`src/rtl/alu_pkg.sv`:
```
`default_nettype none
// ============================================================================
// Module   : alu_pkg
// Purpose  : Shared constants for the decode/issue stage and the ALU:
//            ALU operation selects, RV32I opcodes, funct3/funct7 values.
// Ports    : none (package)
// Revision : 1.0 - initial release
// ============================================================================
package alu_pkg;

    // ALU operation selects (shared with the ALU itself)
    localparam logic [3:0] ALU_ADD = 4'd0;
    localparam logic [3:0] ALU_SUB = 4'd1;
    localparam logic [3:0] ALU_XOR = 4'd2;
    localparam logic [3:0] ALU_OR  = 4'd3;
    localparam logic [3:0] ALU_AND = 4'd4;
    localparam logic [3:0] ALU_SLL = 4'd5;
    localparam logic [3:0] ALU_SRL = 4'd6;
    localparam logic [3:0] ALU_SRA = 4'd7;
    localparam logic [3:0] ALU_SLT = 4'd8;

    // Major opcodes handled by this stage
    localparam logic [6:0] OPC_OP    = 7'b0110011;
    localparam logic [6:0] OPC_OPIMM = 7'b0010011;

    // funct3 encodings
    localparam logic [2:0] F3_ADD_SUB = 3'd0;
    localparam logic [2:0] F3_SLL     = 3'd1;
    localparam logic [2:0] F3_SLT     = 3'd2;
    localparam logic [2:0] F3_SLTU    = 3'd3;
    localparam logic [2:0] F3_XOR     = 3'd4;
    localparam logic [2:0] F3_SRL_SRA = 3'd5;
    localparam logic [2:0] F3_OR      = 3'd6;
    localparam logic [2:0] F3_AND     = 3'd7;

    // funct7 encodings
    localparam logic [6:0] F7_BASE = 7'h00;
    localparam logic [6:0] F7_ALT  = 7'h20;

endpackage : alu_pkg
`default_nettype wire

```
`src/rtl/alu_sel_decoder.sv`:
```
`default_nettype none
// ============================================================================
// Module   : alu_sel_decoder
// Purpose  : Combinational RV32I OP / OP-IMM decoder producing the ALU select,
//            the operand-b source and immediate, and an illegal flag.
// Ports    : instr    in   32    instruction word
//            alu_sel  out  4     ALU operation (ALU_ADD when illegal)
//            b_is_imm out  1     operand b comes from imm instead of rs2
//            imm      out  XLEN  I-type immediate or zero-extended shamt
//            illegal  out  1     encoding not supported by this ALU
// Revision : 1.0 - initial release
// ============================================================================
module alu_sel_decoder
    import alu_pkg::*;
#(
    parameter int XLEN = 32
) (
    input  logic [31:0]     instr,
    output logic [3:0]      alu_sel,
    output logic            b_is_imm,
    output logic [XLEN-1:0] imm,
    output logic            illegal
);

    logic [6:0]      w_opcode;
    logic [2:0]      w_f3;
    logic [6:0]      w_f7;
    logic            w_is_shift;
    logic [XLEN-1:0] w_imm_i;
    logic [XLEN-1:0] w_imm_shamt;
    logic            w_legal;
    logic [3:0]      w_sel;
    logic            w_unused_rd;

    assign w_opcode    = instr[6:0];
    assign w_f3        = instr[14:12];
    assign w_f7        = instr[31:25];
    assign w_is_shift  = (w_f3 == F3_SLL) || (w_f3 == F3_SRL_SRA);
    assign w_imm_i     = {{(XLEN-12){instr[31]}}, instr[31:20]};
    assign w_imm_shamt = {{(XLEN-5){1'b0}}, instr[24:20]};
    // rd is handled by the issue stage, not here
    assign w_unused_rd = ^instr[11:7];

    always_comb begin
        w_legal  = 1'b0;
        w_sel    = ALU_ADD;
        b_is_imm = 1'b0;
        case (w_opcode)
            OPC_OP: begin
                case (w_f3)
                    F3_ADD_SUB: begin
                        if (w_f7 == F7_BASE) begin
                            w_legal = 1'b1; w_sel = ALU_ADD;
                        end else if (w_f7 == F7_ALT) begin
                            w_legal = 1'b1; w_sel = ALU_SUB;
                        end
                    end
                    F3_SRL_SRA: begin
                        if (w_f7 == F7_BASE) begin
                            w_legal = 1'b1; w_sel = ALU_SRL;
                        end else if (w_f7 == F7_ALT) begin
                            w_legal = 1'b1; w_sel = ALU_SRA;
                        end
                    end
                    F3_SLL: begin w_legal = (w_f7 == F7_BASE); w_sel = ALU_SLL; end
                    F3_SLT: begin w_legal = (w_f7 == F7_BASE); w_sel = ALU_SLT; end
                    F3_XOR: begin w_legal = (w_f7 == F7_BASE); w_sel = ALU_XOR; end
                    F3_OR:  begin w_legal = (w_f7 == F7_BASE); w_sel = ALU_OR;  end
                    F3_AND: begin w_legal = (w_f7 == F7_BASE); w_sel = ALU_AND; end
                    default: w_legal = 1'b0;  // SLTU: no unsigned compare in the ALU
                endcase
            end
            OPC_OPIMM: begin
                b_is_imm = 1'b1;
                case (w_f3)
                    F3_ADD_SUB: begin w_legal = 1'b1; w_sel = ALU_ADD; end
                    F3_SLT:     begin w_legal = 1'b1; w_sel = ALU_SLT; end
                    F3_XOR:     begin w_legal = 1'b1; w_sel = ALU_XOR; end
                    F3_OR:      begin w_legal = 1'b1; w_sel = ALU_OR;  end
                    F3_AND:     begin w_legal = 1'b1; w_sel = ALU_AND; end
                    // Immediate shifts: upper bits of the immediate act as funct7
                    F3_SLL:     begin w_legal = (w_f7 == F7_BASE); w_sel = ALU_SLL; end
                    F3_SRL_SRA: begin
                        if (w_f7 == F7_BASE) begin
                            w_legal = 1'b1; w_sel = ALU_SRL;
                        end else if (w_f7 == F7_ALT) begin
                            w_legal = 1'b1; w_sel = ALU_SRA;
                        end
                    end
                    default: w_legal = 1'b0;  // SLTIU
                endcase
            end
            default: w_legal = 1'b0;
        endcase
    end

    // Illegal encodings always present ALU_ADD so the select stays in range
    assign alu_sel = w_legal ? w_sel : ALU_ADD;
    assign illegal = !w_legal;
    assign imm     = w_is_shift ? w_imm_shamt : w_imm_i;

endmodule : alu_sel_decoder
`default_nettype wire

```
`src/rtl/alu_decode.sv`:
```
`default_nettype none
// ============================================================================
// Module   : alu_decode
// Purpose  : RV32I decode/issue stage feeding the ALU. Reads rs1/rs2 from the
//            register file, decodes OP/OP-IMM and registers the result into a
//            single-entry valid/ready issue register.
// Ports    : clk, rst                 clock, async active-high reset
//            in_valid/in_ready/in_instr  instruction handshake
//            rs1_addr/rs2_addr        combinational regfile read addresses
//            rs1_data/rs2_data        same-cycle regfile read data
//            out_valid/out_ready      issue handshake
//            out_a/out_b/out_alu_sel  ALU operands and operation
//            out_rd/out_rd_we         writeback destination and enable
//            out_illegal              unsupported instruction marker
// Revision : 1.0 - initial release
// ============================================================================
module alu_decode
    import alu_pkg::*;
#(
    parameter int XLEN       = 32,
    parameter int REG_ADDR_W = 5
) (
    input  logic                  clk,
    input  logic                  rst,
    input  logic                  in_valid,
    output logic                  in_ready,
    input  logic [31:0]           in_instr,
    output logic [REG_ADDR_W-1:0] rs1_addr,
    output logic [REG_ADDR_W-1:0] rs2_addr,
    input  logic [XLEN-1:0]       rs1_data,
    input  logic [XLEN-1:0]       rs2_data,
    output logic                  out_valid,
    input  logic                  out_ready,
    output logic [XLEN-1:0]       out_a,
    output logic [XLEN-1:0]       out_b,
    output logic [3:0]            out_alu_sel,
    output logic [REG_ADDR_W-1:0] out_rd,
    output logic                  out_rd_we,
    output logic                  out_illegal
);

    logic [3:0]            w_alu_sel;
    logic                  w_b_is_imm;
    logic [XLEN-1:0]       w_imm;
    logic                  w_illegal;
    logic [XLEN-1:0]       w_b;
    logic [REG_ADDR_W-1:0] w_rd;
    logic                  w_rd_we;
    logic                  w_in_ready;
    logic                  w_capture;

    logic                  r_valid;
    logic [XLEN-1:0]       r_a;
    logic [XLEN-1:0]       r_b;
    logic [3:0]            r_alu_sel;
    logic [REG_ADDR_W-1:0] r_rd;
    logic                  r_rd_we;
    logic                  r_illegal;

    alu_sel_decoder #(
        .XLEN (XLEN)
    ) u_dec (
        .instr    (in_instr),
        .alu_sel  (w_alu_sel),
        .b_is_imm (w_b_is_imm),
        .imm      (w_imm),
        .illegal  (w_illegal)
    );

    assign rs1_addr   = in_instr[15 +: REG_ADDR_W];
    assign rs2_addr   = in_instr[20 +: REG_ADDR_W];
    assign w_rd       = in_instr[7 +: REG_ADDR_W];
    assign w_rd_we    = !w_illegal && (w_rd != '0);
    assign w_b        = w_b_is_imm ? w_imm : rs2_data;

    // Ready whenever the issue register is empty or is being drained this cycle,
    // which lets a new entry replace a consumed one on the same edge.
    assign w_in_ready = !r_valid || out_ready;
    assign w_capture  = in_valid && w_in_ready;

    always_ff @(posedge clk or posedge rst) begin
        if (rst) begin
            r_valid   <= 1'b0;
            r_a       <= '0;
            r_b       <= '0;
            r_alu_sel <= ALU_ADD;
            r_rd      <= '0;
            r_rd_we   <= 1'b0;
            r_illegal <= 1'b0;
        end else if (w_capture) begin
            r_valid   <= 1'b1;
            r_a       <= rs1_data;
            r_b       <= w_b;
            r_alu_sel <= w_alu_sel;
            r_rd      <= w_rd;
            r_rd_we   <= w_rd_we;
            r_illegal <= w_illegal;
        end else if (r_valid && out_ready) begin
            // Drain: payload fields hold their last values
            r_valid   <= 1'b0;
        end
    end

    assign in_ready    = w_in_ready;
    assign out_valid   = r_valid;
    assign out_a       = r_a;
    assign out_b       = r_b;
    assign out_alu_sel = r_alu_sel;
    assign out_rd      = r_rd;
    assign out_rd_we   = r_rd_we;
    assign out_illegal = r_illegal;

endmodule : alu_decode
`default_nettype wire
```
`config.mk`:
```
export PLATFORM = sky130hd
export DESIGN_NAME = alu_decode
export DESIGN_NICKNAME = d
export VERILOG_FILES = /design/src/rtl/alu_pkg.sv /design/src/rtl/alu_sel_decoder.sv /design/src/rtl/alu_decode.sv
export SDC_FILE = /design/constraint.sdc
export NUM_CORES = 1
export LEC_CHECK = 0
export BUFFER_PORTS_ARGS = -buffer_cell sky130_fd_sc_hd__buf_2
export CAP_MARGIN = 10
export CORE_MARGIN = 4
export CORE_UTILIZATION = 44
export DETAILED_ROUTE_END_ITERATION = 8
export GPL_TIMING_DRIVEN = 0
export MAX_ROUTING_LAYER = met4
export PLACE_DENSITY = 0.88
export SYNTH_ARGS = -nofsm -noshare
export SYNTH_HDL_FRONTEND = slang
export SYNTH_HIERARCHICAL = 1
export SYNTH_SLANG_ARGS = --single-unit
```
`constraint.sdc`:
```
create_clock -name clk -period 5.17 [get_ports clk]
set_input_delay 1.034 -clock clk [delete_from_list [all_inputs] [get_ports clk]]
set_output_delay 1.034 -clock clk [all_outputs]
set_load 0.01 [all_outputs]
```
==> metrics.cfg <==
[timing]
setup_viol = 0
slew_headroom_pct = 36.3
hold_viol_final = 0
fin_crit_sh_pct = 55.2
clock.fmax_mhz = 351
finalCriticalPeriod_ns = 2.85
fin_ws_ns = 2.32
tns_ns = 0
slew_violations = 0
rsz0062_at_grt = no
worstMarginPinSlew_ns = 0.956
skew_ns = 0.00852

[cells_and_area]
finalNetCount = 600
syn_to_final_growth_pct = 30.8
final_cell_count_no_fill = 614
drive_gt1_share_pct = 59.2

[place]
gp_congestion = 0.746
pre_cts_ws_ns = 2.32
dp_cells = 597
hpwl_mm = 8.00
io_buffers = 176

[logic_synthesis]
synthFlopType = dfrtp_1
yosys.area.top_type_share_pct = 48.4
synth_area_leader_cell = dfrtp_1
synth_seq_area_share_pct = 48.4
netlist_area_sq_um = 3930
synth_nets = 413
synth.area.top_cells = dfrtp_1, mux2_4, mux2i_1
async_reset_ff_share_pct = 100
synth.most_common_cell = dfrtp_1
syn_inst = 313
synth_cell_type_count = 33
ys.warnings.count = 6
synth_edf_count = 0
synth_common_cells = dfrtp_1, buf_4, mux2_4, a21oi_1, a31oi_1
ys_seq_elements = 76
syn_area_per_cell_sq_um = 12.6

[routing]
drtAntennaViolNets = 0
vias_per_cell = 5.11
dr.pass1.iters = 4
num_vias = 3139
drtIter0Drc = 67
drc = 0
wire_per_inst_microns = 17.1
wl_mm = 10.5

[clocking]
cts_inserted_buffers = 9
cts_tree = built
ctsRootBufferMaster = clkbuf_8
cts_resized = 0
insertion_delay_ns = 0.33
h-tree-depth = 3
worst_setup_hold_path_clk_slew_ns = 0.07
cts_setup_buffers = 0
cts_hold_buf = 0
cts.sinks = 76
cts_max_path_buffers = 2

[critical_path]
cp_data_arrival_time_ns = 1.82
path_class = in2out
cp_max_fo = 10
critPathCaptureType = output pin
required_ns = 4.14
critPathLaunchType = primary input

[global_routing]
grt-ovfl-total = 0
grt_usage_pct = 20.0
antenna_found_initial = 1
grt_max_degree = 77
grt_pass1_wl_mm = 15.8
grt_pass1_vias = 3288

[floorplan]
die_w_microns = 102
num_io_pins = 187
rows = 34
fp.dieArea_sq_um = 10500
core_sq_um = 8720
initial_core_util_pct = 45.1
die_h_microns = 102

[run_status]
status = finished, final reports clean

[pwr]
pwr_density_cell_nw_per_um2 = 296
ir_worst_vdd_v = 0.000160
power.leakage_nw = 2.54

[flow_run]
cap_violations = 0

[worst_hold_path]
worst_hold_path_type = reg2reg

-- metrics by stage --
| stage | utilization, % | power [mW] | hold WS (ns) | cell area [sq um] |
|---|---|---|---|---|
| 5_1_grt | 58.9 | 1.61 | 0.524 | 5140 |
| 3_5_place_dp | 56.8 | 1.11 | 0.488 | 4950 |
| 2_1_floorplan | - | 0.946 | 0.550 | 3930 |
| 3_3_place_gp | 56.7 | 1.09 | 0.484 | 4940 |
| 4_1_cts | 58.9 | 1.55 | 0.511 | 5140 |
| 6_report | 58.9 | 1.52 | 0.507 | 5140 |
-- critical path, stage by stage --
cell and delay [ns]:
buf_2 0.09, nand2b_4 0.14, buf_4 0.16, buf_2 0.22, buf_2 0.16
-- placed cells by master (no fill, tap or decap), drive strengths merged --
cell type	Yosys	final
nor4	2	2
a311oi	1	1
o211ai	2	2
a22o	1	1
a21boi	1	1
nand3	1	1
dfrtp	76	76
nand2b	2	2
nand4b	1	1
o32ai	1	1
a31oi	33	33
nor3	3	3
nor2	6	6
clkinv	0	3
diode	0	1
o2111ai	1	1
a21oi	33	33
and2b	1	1
nor2b	8	8
buf	55	231
mux2	43	43
inv	3	4
mux2i	32	32
clkbuf	3	14
nand2	1	1
clkinvlp	0	1
nand4	1	1
o21ai	1	1
and3	1	1
-- power breakdown --
part | switching [mW] | total [mW] | leakage [nW] | internal (mW)
sequential | 0.0419 | 0.713 | 0.876 | 0.671
combinational | 0.184 | 0.384 | 1.57 | 0.200
clock | 0.223 | 0.425 | 0.0957 | 0.202
-- metal layers --
layer	up-vias	part of all wire [%]	track usage, %
li1	1484	-	-
met1	1515	40	23.5
met2	126	52	34.4
met3	14	6.0	3.38
met4	0	1.9	7.37
met5	-	0	-
-- sequential cells by signal, indices dropped and copies added (netlist names) --
name / count
out_rd_we: 1
out_illegal: 1
out_valid: 1
out_alu_sel: 4
out_rd: 5
out_b: 32
out_a: 32
-- logic make-up after synthesis --
| group | synth area share [%] |
|---|---|
| flip-flops | 48.4 |
| multiplexers | 24.3 |
| AO/OA/AOI/OAI | 11.8 |
| buffers and inverters | 11.0 |
| AND/OR/NAND/NOR | 4.52 |
-- path summary, 6_finish.rpt --
path | start | endpoint | slack [ns] | cells after the start
worst max register to register | out_valid | out_b[7] | 3.83 | 4
min in group asynchronous | rst | out_rd[2] | 0.89 | 2
worst min register to register | out_a[13] | out_a[13] | 0.51 | 1
worst min-delay path | out_a[13] | out_a[13] | 0.51 | 1
max in group asynchronous | rst | out_illegal | 3.62 | 2
worst max-delay path | out_ready | in_ready | 2.32 | 5
-- cell type report --
type	count	area, sq um
antenna	1	2.50
buffer	58	420
clock buffer	11	151
clock inverter	5	35.0
fill	744	3580
inverter	3	13.8
multi-input combinational	176	1600
sequential	76	1900
tap	108	135
timing repair buffer	176	881
Note: power is estimated with default switching activity, not from simulation.
